--- src/rtl/bcp_scan_controller.sv ---
// rtl/bcp_scan_controller.sv - one BCP pass over clause memory driving external evaluators
// Fetches each clause, evaluates it, forwards implications and stops at the first conflict.
module bcp_scan_controller #(
    parameter int VAR_PER_CLAUSE   = 5,
    parameter int VARIABLE_BITS    = 7,
    parameter int NUM_VARIABLE     = 128,
    parameter int CLAUSE_ADDR_BITS = 10,
    parameter int CLAUSE_W         = VAR_PER_CLAUSE*VARIABLE_BITS + 2*VAR_PER_CLAUSE
) (
    input  logic                                    clk,
    input  logic                                    rst_n,
    input  logic                                    start,
    input  logic [CLAUSE_ADDR_BITS-1:0]             num_clauses,
    input  logic [NUM_VARIABLE-1:0]                 assigned,
    input  logic [NUM_VARIABLE-1:0]                 value,
    output logic                                    clause_rd_en,
    output logic [CLAUSE_ADDR_BITS-1:0]             clause_rd_addr,
    input  logic [CLAUSE_W-1:0]                     clause_rd_data,
    output logic [VAR_PER_CLAUSE-1:0]               ev_unassign,
    output logic [VAR_PER_CLAUSE-1:0]               ev_mask,
    output logic [VAR_PER_CLAUSE-1:0]               ev_val,
    output logic [VAR_PER_CLAUSE-1:0]               ev_pole,
    output logic [VAR_PER_CLAUSE*VARIABLE_BITS-1:0] ev_variable,
    input  logic                                    ev_partial_sat,
    input  logic                                    ev_is_unit,
    input  logic                                    ev_new_val,
    input  logic [VARIABLE_BITS-1:0]                ev_implied_var,
    output logic                                    imp_valid,
    input  logic                                    imp_ready,
    output logic [VARIABLE_BITS-1:0]                imp_var,
    output logic                                    imp_val,
    output logic                                    busy,
    output logic                                    done,
    output logic                                    conflict,
    output logic [CLAUSE_ADDR_BITS-1:0]             conflict_clause,
    output logic [CLAUSE_ADDR_BITS:0]               imp_count
);

    typedef enum logic [2:0] {
        S_IDLE, S_FETCH, S_WAIT, S_EVAL, S_EMIT, S_DONE
    } state_t;

    state_t                      state_q;
    logic [CLAUSE_ADDR_BITS-1:0] num_q;
    logic [CLAUSE_ADDR_BITS-1:0] idx_q;
    logic [CLAUSE_W-1:0]         clause_q;
    logic                        rd_en_q;
    logic [CLAUSE_ADDR_BITS-1:0] rd_addr_q;
    logic                        imp_valid_q;
    logic [VARIABLE_BITS-1:0]    imp_var_q;
    logic                        imp_val_q;
    logic                        busy_q;
    logic                        done_q;
    logic                        conflict_q;
    logic [CLAUSE_ADDR_BITS-1:0] conflict_clause_q;
    logic [CLAUSE_ADDR_BITS:0]   imp_count_q;

    logic [VARIABLE_BITS-1:0]    lit_var;
    logic                        any_unassigned;
    logic                        eval_unit;
    logic                        eval_conflict;
    logic                        do_advance;
    logic [CLAUSE_ADDR_BITS:0]   idx_inc;
    logic                        last_clause;

    assign ev_pole     = clause_q[VAR_PER_CLAUSE-1:0];
    assign ev_mask     = clause_q[2*VAR_PER_CLAUSE-1:VAR_PER_CLAUSE];
    assign ev_variable = clause_q[CLAUSE_W-1:2*VAR_PER_CLAUSE];

    always_comb begin
        ev_unassign = '0;
        ev_val      = '0;
        lit_var     = '0;
        for (int i = 0; i < VAR_PER_CLAUSE; i++) begin
            lit_var        = clause_q[2*VAR_PER_CLAUSE + VARIABLE_BITS*i +: VARIABLE_BITS];
            ev_unassign[i] = ~assigned[lit_var];
            ev_val[i]      = value[lit_var];
        end
    end

    // Evaluation priority: satisfied, then unit, then conflict; anything else just moves on.
    assign any_unassigned = |(ev_unassign & ev_mask);
    assign eval_unit      = !ev_partial_sat && ev_is_unit;
    assign eval_conflict  = !ev_partial_sat && !ev_is_unit && !any_unassigned;
    assign do_advance     = ((state_q == S_EVAL) && !eval_unit && !eval_conflict) ||
                            ((state_q == S_EMIT) && imp_valid_q && imp_ready);
    assign idx_inc        = {1'b0, idx_q} + 1'b1;
    assign last_clause    = (idx_inc == {1'b0, num_q});

    always_ff @(posedge clk or negedge rst_n) begin
        if (!rst_n) begin
            state_q           <= S_IDLE;
            num_q             <= '0;
            idx_q             <= '0;
            clause_q          <= '0;
            rd_en_q           <= 1'b0;
            rd_addr_q         <= '0;
            imp_valid_q       <= 1'b0;
            imp_var_q         <= '0;
            imp_val_q         <= 1'b0;
            busy_q            <= 1'b0;
            done_q            <= 1'b0;
            conflict_q        <= 1'b0;
            conflict_clause_q <= '0;
            imp_count_q       <= '0;
        end else begin
            done_q  <= 1'b0;
            rd_en_q <= 1'b0;
            case (state_q)
                S_IDLE: begin
                    if (start) begin
                        num_q             <= num_clauses;
                        idx_q             <= '0;
                        busy_q            <= 1'b1;
                        conflict_q        <= 1'b0;
                        conflict_clause_q <= '0;
                        imp_count_q       <= '0;
                        if (num_clauses == '0) begin
                            state_q <= S_DONE;
                        end else begin
                            rd_en_q   <= 1'b1;
                            rd_addr_q <= '0;
                            state_q   <= S_FETCH;
                        end
                    end
                end
                S_FETCH: state_q <= S_WAIT;
                S_WAIT: begin
                    clause_q <= clause_rd_data;
                    state_q  <= S_EVAL;
                end
                S_EVAL: begin
                    if (eval_unit) begin
                        imp_var_q   <= ev_implied_var;
                        imp_val_q   <= ev_new_val;
                        imp_valid_q <= 1'b1;
                        state_q     <= S_EMIT;
                    end else if (eval_conflict) begin
                        conflict_q        <= 1'b1;
                        conflict_clause_q <= idx_q;
                        state_q           <= S_DONE;
                    end
                end
                S_EMIT: begin
                    if (imp_ready) begin
                        imp_valid_q <= 1'b0;
                        imp_count_q <= imp_count_q + 1'b1;
                    end
                end
                S_DONE: begin
                    done_q  <= 1'b1;
                    busy_q  <= 1'b0;
                    state_q <= S_IDLE;
                end
                default: state_q <= S_IDLE;
            endcase

            // Shared by the EVAL and EMIT exits; overrides the state hold above.
            if (do_advance) begin
                if (last_clause) begin
                    state_q <= S_DONE;
                end else begin
                    idx_q     <= idx_inc[CLAUSE_ADDR_BITS-1:0];
                    rd_en_q   <= 1'b1;
                    rd_addr_q <= idx_inc[CLAUSE_ADDR_BITS-1:0];
                    state_q   <= S_FETCH;
                end
            end
        end
    end

    assign clause_rd_en    = rd_en_q;
    assign clause_rd_addr  = rd_addr_q;
    assign imp_valid       = imp_valid_q;
    assign imp_var         = imp_var_q;
    assign imp_val         = imp_val_q;
    assign busy            = busy_q;
    assign done            = done_q;
    assign conflict        = conflict_q;
    assign conflict_clause = conflict_clause_q;
    assign imp_count       = imp_count_q;

endmodule
--- config.mk ---
export PLATFORM = sky130hd
export DESIGN_NAME = bcp_scan_controller
export DESIGN_NICKNAME = d
export VERILOG_FILES = /design/src/rtl/bcp_scan_controller.sv
export SDC_FILE = /design/constraint.sdc
export NUM_CORES = 1
export LEC_CHECK = 0
export CORE_MARGIN = 5
export CORE_UTILIZATION = 30
export DETAILED_ROUTE_END_ITERATION = 8
export GPL_ROUTABILITY_DRIVEN = 1
export SYNTH_ARGS = -nofsm -noshare
export SYNTH_HDL_FRONTEND = slang
export SYNTH_SLANG_ARGS = --single-unit
--- constraint.sdc ---
create_clock -name clk -period 10.92 [get_ports clk]
set_input_delay 2.184 -clock clk [delete_from_list [all_inputs] [get_ports clk]]
set_output_delay 2.184 -clock clk [all_outputs]
set_load 0.02 [all_outputs]
**Yosys cells after proc, flatten, opt, wreduce, memory -nomap -nowiden**

Cells that the tools add are included.
Widths: inputs -> output; s select.

- Output and inout bits: 99
- Latch bits: 0
- Bits of input ports: 325
- ROM bits: 0
- Memories: 0
- Register bits after elaboration: 112
- RAM bits: 0
- Word-level logic and storage cells: 126

- Multiply operators: 0
- Bitwise operators: 6
- Shift operators: 0
- Divide/modulo/power cells: 0
- Equality and inequality tests: 14
- Reductions and logical operators: 27
- $lt $le $gt $ge: 5
- Mux-type cells: 58
- Add/subtract/negate cells: 2

Operators with widths:

| cell | count |
|---|---|
| $mux 10 | 12 |
| $bmux 1 s7 | 10 |
| $lt 7x8->1 const B | 5 |
| $mux 1 | 22 |
| $mux 11 | 2 |
| $pmux 11 s2 | 1 |
| $pmux 10 s2 | 1 |
| $mux 3 | 6 |
| $pmux 3 s5 | 1 |
| $ne 2x2->1 const B | 6 |
| $add 10x1->11 const B | 1 |
| $add 11x1->11 const B | 1 |
| $eq 11x10->1 | 1 |
| $logic_not 10->1 | 1 |
| $reduce_and 3->1 | 3 |
| $reduce_bool 2->1 | 4 |
| $logic_and 1x1->1 | 7 |
| $eq 3x2->1 const B | 2 |
| $eq 3x3->1 const B | 2 |
| $pmux 1 s2 | 3 |
| $reduce_and 2->1 | 3 |
| $and 5x5->5 | 1 |
| $logic_not 1->1 | 5 |
| $not 1->1 | 5 |
| 7 further kinds | 7 |

**Longest topological paths before layout**

- Depth in word-level cells: 12
- Gate-level depth with buffers: 14
- Gate-level depth less buffers: 10

**Least setup slack after synthesis**

OpenSTA, ideal clock, no wires.

- Kind: input to output
- From: in assigned[111]
- To: out ev_unassign[1]
- Slack: 4853 ps
- Arrival: 3883 ps
- Cell stages on the path: 6
- Data required time: 8736 ps
- Path through: mux4_2 mux4_2 mux2i_1 nor2_1 or4_4 nand2_1

- Longest elaborated chain between the ends: 3

Ends and longest elaborated chain:

| element | line | RTL |
|---|---|---|
| from (decl) | 14 | `input logic [NUM_VARIABLE-1:0] assigned,` |
| $bmux 1 s7 | 76 | `ev_unassign[i] = ~assigned[lit_var];` |
| $mux 1 (implied by the code) | 76 |  |
| $not 1->1 | 76 |  |
| to (decl) | 19 | `output logic [VAR_PER_CLAUSE-1:0] ev_unassign,` |

Every way passes these cells. The select of a mux whose other input is x is not followed.

**Worst setup path after layout**

Same ends and word-level chain as after synthesis.

==> metrics.md <==
| Metric | Value |
|---|---|
| Status | completed |
| Wire per inst | 31.4 um |
| XOR/XNOR Fraction of Synth Area | 1.74% |
| Cell count of the worst reg-to-reg path | 10 |
| Starting density of the core | 30.1% |
| FF-to-FF End | clause_rd_addr[3] |
| CP required | 8.74 ns |
| Placer congestion estimate | 0.955 |
| CP Launch Type | input pin |
| Core area | 52200 um^2 |
| Worst path cell trace | clkdlybuf4s50_1, mux4_2, mux4_2, mux2i_1, nor2_1, or4_4, nand2_1, clkdlybuf4s50_1 |
| Simple-Gate Fraction of Synth Area | 8.57% |
| Crit Path Max Fanout | 5 |
| Max transition margin | 28.8% |
| Die footprint | 57100 um^2 |
| CTS clk-pin slew, worst paths | 0.08 ns |
| Syn Nets | 1550 |
| EDFF count, synth | 0 |
| Synthesized area per cell | 12.9 um^2 |
| Routed via count | 14600 |
| Initial antenna violation count | 14 |
| Slew Limit Fails | 0 |
| Slowest CP cell | clkdlybuf4s50_1 |
| P_int | 3.04 mW |
| Worst reg-to-reg setup slack | 5.96 ns |
| Setup Viol. Count Final | 0 |
| GR Util All Layers | 24.3% |
| Largest net degree at the start of global routing | 63 |
| Area Overhead vs Synth | 31.9% |
| Leak | 7.18 nW |
| Synth Area in Compound Gates | 7.54% |
| Max incr delay on CP | 0.62 ns |
| Register area | 2830 um^2 |
| FP Rows | 84 |
| Net Sw Power | 2.88 mW |
| Worst Hold Depth | 1 |
| Pre-Repair DR Iteration Count | 5 |
| PD cells | 286 nW/um^2 |
| Skew final | 0.0106 ns |
| Unique cell type count in the Yosys netlist | 72 |
| Hold Violations, Final | 0 |
| Crit path kind | in -> out |
| Place WS | 3.43 ns |
| Final period util | 68.5% |
| Number of global-route vias before repair | 14900 |
| Clk sinks | 112 |
| Synth Flop Type | dfrtp_1 |
| Bufs on Longest Clock Path | 2 |
| CP arrival | 5.30 ns |
| Grt ovf | 0 |
| Peak Freq | 0.134 GHz |
| Final Critical Period | 7.48 ns |
| Num CTS Buffers | 9 |
| Cell taking the most area after synthesis | mux4_2 |
| Hold endpoint | conflict |
| Post-CTS Resized | 0 |
| RSZ-0062 raised after global routing | false |
| Most common library cells after synthesis | mux4_2, dfrtp_1, mux2i_1 |
| Iteration-0 DRC Markers | 1843 |
| CTS tree | built |
| Adder-Cell Fraction of Synth Area | 0.159% |
| DRC viols | 0 |
| Clock Root Buffer | clkbuf_16 |
| Worst hold-check path type | reg -> reg |
| Remaining antenna violation count | 0 |
| Worst setup EP type | primary output |
| Clock share of power | 5.8% |
| Routed WL | 71200 um |
| Mapped cell area | 15700 um^2 |
| Clk_lat worst skew | 0.37 ns |
| Sw frac | 48.6% |
| Die W | 239 um |
| Top cells by area, synth | mux4_2, dfrtp_1, mux2i_1, mux2_2, nand2_1 |
| Sequential Power Share | 16.9% |
| Die height | 239 um |
| Ys Warns | 0 |
| Fin Setup TNS | 0 ns |
| IO Port Bufs | 423 |
| Main combinational cell family by area after synthesis | multiplexers |
| H-tree depth | 3 |
| Maximum vdd drop | 0.157 mV |
| I/O pins | 424 |
| Postcts setup bufs | 0 |
| Hpwl dp | 54400 um |
| Vias/cell | 6.43 |
| Slew @ Worst Pin | 1.07 ns |
| Post-synthesis register bit count | 112 |
| Hold_buf cts | 0 |
| Synth top area share | 47.8% |
| Multiplexer share of the synthesized area | 59.2% |
| Ys async rst share | 100% |
| Post-route worst setup slack | 3.44 ns |
| Logic pwr share | 77.2% |
| First-pass GRT wire length | 104000 um |
| Post-synthesis sequential area ratio | 17.8% |
| Fillers | 4932 |
| R2r startpoint | clause_q[38] |
| Top-count cell post-synth | mux4_2 |
| Area taken by multi-input logic gates | 12100 um^2 |
| Nets | 1889 |
| Share of cells above drive strength 1 | 29.4% |
| Mapped Cells | 1223 |
| Worst Hold Launch | conflict |
| Max-Cap Viols | 0 |
## area by class of cell
class                           instances  area share, %
Tap cell                              688           4.15
Timing Repair Buffer                  454           21.5
Clock inverter                          4          0.175
Clock buffer                           12           1.24
Sequential cell                       112           13.7
Inverter                               30          0.543
Antenna cell                           11          0.133
Multi-Input combinational cell        955           58.6
## flip-flops by register name, indices dropped and copies added, names as in the netlist, 3 cells and up
name,cells
num_q,10
imp_var,7
imp_count,11
clause_rd_addr,10
clause_q,45
conflict_clause,10
state_q,3
idx_q,10
## power groups by stage
stage	logic (mW)	clock network (mW)	registers (mW)
6_report	4.57	0.345	1.00
3_3_place_gp	4.54	0	1.01
5_1_grt	4.80	0.374	1.04
4_1_cts	4.57	0.360	1.00
2_1_floorplan	3.11	0	0.844
3_5_place_dp	4.55	0	1.01
## how the worst max path moves through the flow
| stage | endpoint | slack (ns) | from |
|---|---|---|---|
| 3_3_place_gp | ev_unassign[1] | 3.46 | assigned[111] |
| 2_1_floorplan | ev_unassign[1] | 4.85 | assigned[111] |
| 6_report | ev_unassign[1] | 3.44 | assigned[111] |
| 3_5_place_dp | ev_unassign[1] | 3.43 | assigned[111] |
| 5_1_grt | ev_unassign[1] | 3.35 | assigned[111] |
| 4_1_cts | ev_unassign[1] | 3.43 | assigned[111] |
## layout by cell type, fill, tap and decap left out, types with 6 or more instances in the layout
cell type,count
a21oi_1,11
a22oi_1,20
a311oi_1,6
and2_1,7
and3_1,7
buf_4,32
clkbuf_16,9
clkdlybuf4s50_1,422
dfrtp_1,99
dfrtp_2,8
diode_2,11
inv_1,28
mux2_1,14
mux2_2,55
mux2i_1,96
mux4_2,334
nand2_1,88
nand2b_1,13
nand3_1,25
nand4_1,13
nor2_1,44
nor2b_1,21
nor3_1,10
nor4_1,7
o2111ai_1,14
o211ai_1,8
o21ai_0,28
o21ai_1,11
o22ai_1,6
o2bb2ai_1,10
xnor2_1,12
xor2_1,9
## through the flow
step	instance area (um^2)	hold slack (ns)	std cells	power, mW	util [%]
global placement	20400	0.478	2239	5.55	39.1
detailed placement	20400	0.469	2239	5.56	39.1
floorplan	15700	0.493	1223	3.95	-
finish	20700	0.482	2266	5.92	39.7
global route	20700	0.496	2264	6.21	39.7
CTS	20700	0.489	2255	5.93	39.6
## kinds of logic (layout without fill, tap and decap cells)
group,after synthesis,in the layout
muxes,502,502
other,0,11
and+or+nand+nor,265,265
buffers and inverters,156,500
AOI/OAI and AO/OA,161,161
DFF,112,112
xor gates and xnor gates,25,25
adders and majority gates,2,2
## metal layers
layer | up-vias | share of wire (%) | track usage, % | wire, um
met5 | - | 0.070 | 0 | 50
li1 | 5879 | - | - | -
met4 | 6 | 3.4 | 7.37 | 2450
met1 | 7398 | 38 | 32.5 | 26800
met3 | 157 | 11 | 5.60 | 7700
met2 | 1140 | 48 | 39.5 | 34200
## critical path: cells and delay by family
family                 cells  cell delay, ns
muxes                      3            1.30
and+or+nand+nor            3            0.68
buffers and inverters      2            1.12
Power figures use the tool's default switching activity.
==> variant 1 (same settings) <==
The parameter `VAR_PER_CLAUSE` goes from 5 to 6.
--- a/src/rtl/bcp_scan_controller.sv
+++ b/src/rtl/bcp_scan_controller.sv
@@ -1,7 +1,7 @@
 // rtl/bcp_scan_controller.sv - one BCP pass over clause memory driving external evaluators
 // Fetches each clause, evaluates it, forwards implications and stops at the first conflict.
 module bcp_scan_controller #(
-    parameter int VAR_PER_CLAUSE   = 5,
+    parameter int VAR_PER_CLAUSE   = 6,
     parameter int VARIABLE_BITS    = 7,
     parameter int NUM_VARIABLE     = 128,
     parameter int CLAUSE_ADDR_BITS = 10,
Interface: changed (6 resized); port bits go from 424 to 444. No check against the original RTL was run, so the function may have changed too.
==> variant 1 against the original RTL <==
Routed wire length grew 21%; final cell count grew 15%; fmax shrank 2.2%; total power grew 22%; critical path depth shrank 1; combinational power grew 18%; worst setup slack lost 170 ps; hold slack gained 11 ps; final area grew 14%; sequential cell count grew 9; non-clock buffer count grew 22; synthesized area grew 16%; clock skew grew 14 ps; critical endpoint unchanged.
==> variant 1: results (changes against the original RTL) <==
synth cell count leaders=376 x mux4_2, 134 x mux2i_1, 124 x nand2_1, 121 x dfrtp_1; Buffers, non-clock=476 (+4.8%); Placed Area=23100 um^2 (+13%); CTS buffer count=17 (+8); M3 GR Usage=8.38% (+2.8 points); CP endpoint=ev_unassign[1]; status=finished, final reports clean; dpl ws=3290 ps (-138 ps); worst setup path startpoint=assigned[23]; VDD IR-drop max=0.255 mV (+62%); normalized max-slew margin=21.7% (-7.1 points); Critical Path AT=5470 ps (+170 ps); RR Startpoint=clause_q[19]; Detailed Routing Iterations Pass 1=6 (+1); ANT cells=5 (-6); Cells after Synth=1474 (+21%); r2r endpoint=clause_rd_addr[5]; initial antenna violation count=10 (-4); routed wire length on met3=10300 um (+33%); post-DR vias/cell=6.54 (+1.6%); gpl congestion=0.912 (-4.6%); clk_lat worst skew=450 ps (+80 ps); placed insts=2576 (+15%); post-synth cell types=69 (-4.2%); largest net degree at the start of global routing=84 (+33%); Signal buf overhead=19.7% (-1.8 points); max reg flops=54 (+20%); metal1 wirelength=32700 um (+22%); post-synthesis sequential area ratio=16.5% (-1.3 points); first-pass GRT wire length=126000 um (+21%); gr usage total=25.4% (+1.1 points); Port Buffers=443 (+4.7%); Max Clock Skew=24.3 ps (+13.7 ps); layout cells sized above 1=29.5% (+0.16 points); WHS=493 ps (+11.0 ps); Clock Power Share=8.0% (+2.2 points); Clk pin slew, worst setup/hold paths=about 70 ps; DP HPWL=64200 um (+18%); post-layout utilization of the core=39.3% (-0.39 points); setup slack, reg-to-reg=5700 ps (-260 ps); routed len/inst=33.1 um (+5.3%); crit path max fanout=6 (+1); Iteration-0 DRC Markers=1986 (+7.8%); Seq area share=12.9% (-0.75 points); synth top area cells=mux4_2 46%, dfrtp_1 17%, mux2i_1 7.3%; Non-clk invs=32 (+6.7%); Layout clock area frac=2.45% (+1.0 points); Switching Fraction=50.3% (+1.7 points); DR WL met2=39900 um (+17%); vias in the first global route=17800 (+19%); Hold Path Sink=conflict; vias=17100 (+17%); min Tclk post-route=7650 ps (+166 ps); syn nets=1810 (+17%)
[variant 1: changes by cell type after synthesis, moves of 14 or more]
cell	unedited run	this run
mux4_2	334	376
mux2i_1	96	134
nand2_1	88	124
nand3_1	25	55
a22oi_1	20	41
o22ai_1	6	21
mux2_1	14	0
[variant 1: power groups by stage]
stage,Sequential [uW],Combinational (uW),Clock [uW]
floorplan,907,3750,0
global placement,1240,5310,0
detailed placement,1260,5340,0
CTS,1250,5360,601
global route,1300,5650,617
finish,1240,5410,581
[variant 1: worst max-delay path, cell delays in order]
cell and delay (ps):
clkdlybuf4s50_1 530, mux4_2 510, mux2i_1 280, nor4_1 90, nor4_1 870, a31o_2 350, clkdlybuf4s50_1 650
[variant 1: cells by family after synthesis]
kind of cell / synth area share (%)
multiplexers: 59.5
AND/OR/NAND/NOR: 9.61
AO/OA/AOI/OAI: 7.50
buffers and inverters: 5.44
flip-flops: 16.5
XOR/XNOR: 1.29
adder cells (fa/ha/maj): 0.137
==> variant 2 (same settings) <==
Made on the original files. The 6 states of `state_t` get a one-hot encoding in 6 bits.
--- a/src/rtl/bcp_scan_controller.sv
+++ b/src/rtl/bcp_scan_controller.sv
@@ -36,8 +36,8 @@
     output logic [CLAUSE_ADDR_BITS:0]               imp_count
 );
 
-    typedef enum logic [2:0] {
-        S_IDLE, S_FETCH, S_WAIT, S_EVAL, S_EMIT, S_DONE
+    typedef enum logic [5:0] {
+        S_IDLE = 6'b000001, S_FETCH = 6'b000010, S_WAIT = 6'b000100, S_EVAL = 6'b001000, S_EMIT = 6'b010000, S_DONE = 6'b100000
     } state_t;
 
     state_t                      state_q;
Behaviour: no difference found for any inputs over 4 cycles, from zero or initial values and one cycle with rst_n low; so few cycles prove little.
==> variant 2 against the original RTL <==
Sequential share of layout area hardly changed; worst setup slack worse by 280 ps; total power is 2.3% higher; hold slack worse by 10 ps; routed wire length is 6.0% higher; sequential cell count is 3 higher; fmax is 3.7% lower; non-clock buffer count is 2 lower; count of clock-buffer cells in the layout is 8 higher; synthesized area is 2.8% higher; combinational power is 4% lower; final area is 2.6% higher; synthesized cell count is 19% higher.
==> variant 2: results (changes against the original RTL) <==
gpl congestion=0.929 (-2.7%); syn nets=1778 (+15%); layout cells sized above 1=21.7% (-7.7 points); gr usage total=24.7% (+0.45 points); vias in the first global route=16100 (+8.2%); synth top area cells=mux4_2 37%, dfrtp_1 18%, mux2i_1 14%; clk_lat worst skew=430 ps (+60 ps); Placed Area=20700 um^2 (+1.3%); Least-Margin Pin Slew=1130 ps (+59.3 ps); max incr delay on CP=710 ps (+90 ps); ANT cells=0 (-11); Pleak=0.00826 uW (+15%); family with the most delay on the worst path=compound AO/OA/AOI/OAI gates; NumNets Final=2109 (+12%); H-tree Lvls=4 (+1); Max Clock Skew=14.1 ps (+3.51 ps); multiplexer share of the synthesized area=52.7% (-6.5 points); status=finished, final reports clean; Clk pin slew, worst setup/hold paths=50 ps (-30 ps); fill count=5230 (+6.0%); area fraction in compound gates after synthesis=9.16% (+1.6 points); post-synth cell types=73 (+1.4%); DP HPWL=57400 um (+5.4%); Synth Area in Adders=0.155% (-0.0044 points); synth cell count leaders=266 x mux4_2, 220 x mux2i_1, 210 x nand2_1, 114 x dfrtp_1, 53 x nor2_1; VDD IR-drop max=0.321 mV (+100%); Iteration-0 DRC Markers=1795 (-2.6%); routed len/inst=30.3 um (-3.5%); post-synthesis sequential area ratio=17.8% (about the same); largest net degree at the start of global routing=68 (+7.9%); Cells after Synth=1451 (+19%); CTS buffer count=17 (+8)
[variant 2: cell count changes after synthesis, moves of 13 or more]
cell,delta
clkbuf_1,-21
a21o_1,+15
mux2_1,-13
mux2i_1,+124
nand2_1,+122
mux2_2,-34
mux4_2,-68
a22oi_1,+26
[variant 2: path summary, 6_finish.rpt]
check                        startpoint             end  slack (ps)  depth (start not counted)
hold / removal              clause_q[0]     clause_q[0]         470                          2
min in group asynchronous         rst_n      imp_var[0]        1790                          1
hold reg to reg             clause_q[0]     clause_q[0]         470                          2
setup reg to reg           clause_q[31]        conflict        5800                         10
max in group asynchronous         rst_n    clause_q[10]        7690                          2
setup / recovery            assigned[8]  ev_unassign[4]        3150                          9
[variant 2: layer usage]
metal	global-route usage (%)	vias to the layer above	part of all wire, %
met3	5.42	165	9.9
met5	0	-	0.033
met4	9.01	4	4.1
met1	32.2	7846	38
met2	40.7	1114	47
li1	-	6509	-
[variant 2: power by group]
group          total [uW]  switching, uW  leakage [uW]  internal [uW]
clock                 581            215      0.000287            366
combinational        4400           2250       0.00652           2150
sequential           1080            526       0.00145            554
[variant 2: kinds of logic after synthesis]
kind of cell / count (synthesis)
compound gates: 198
buf+inv: 158
flops: 115
fa+ha+maj: 2
xor+xnor: 27
simple gates: 440
mux: 511
[variant 2: cell type report]
| cell class | count | area (um^2) | area share (%) |
|---|---|---|---|
| inverter | 18 | 67.6 | 0.317 |
| tap | 696 | 871 | 4.09 |
| timing repair buffer | 452 | 4450 | 20.9 |
| clock inverter | 11 | 154 | 0.723 |
| multi-input combinational | 1178 | 12400 | 58.2 |
| clock buffer | 20 | 447 | 2.10 |
| sequential | 115 | 2910 | 13.7 |
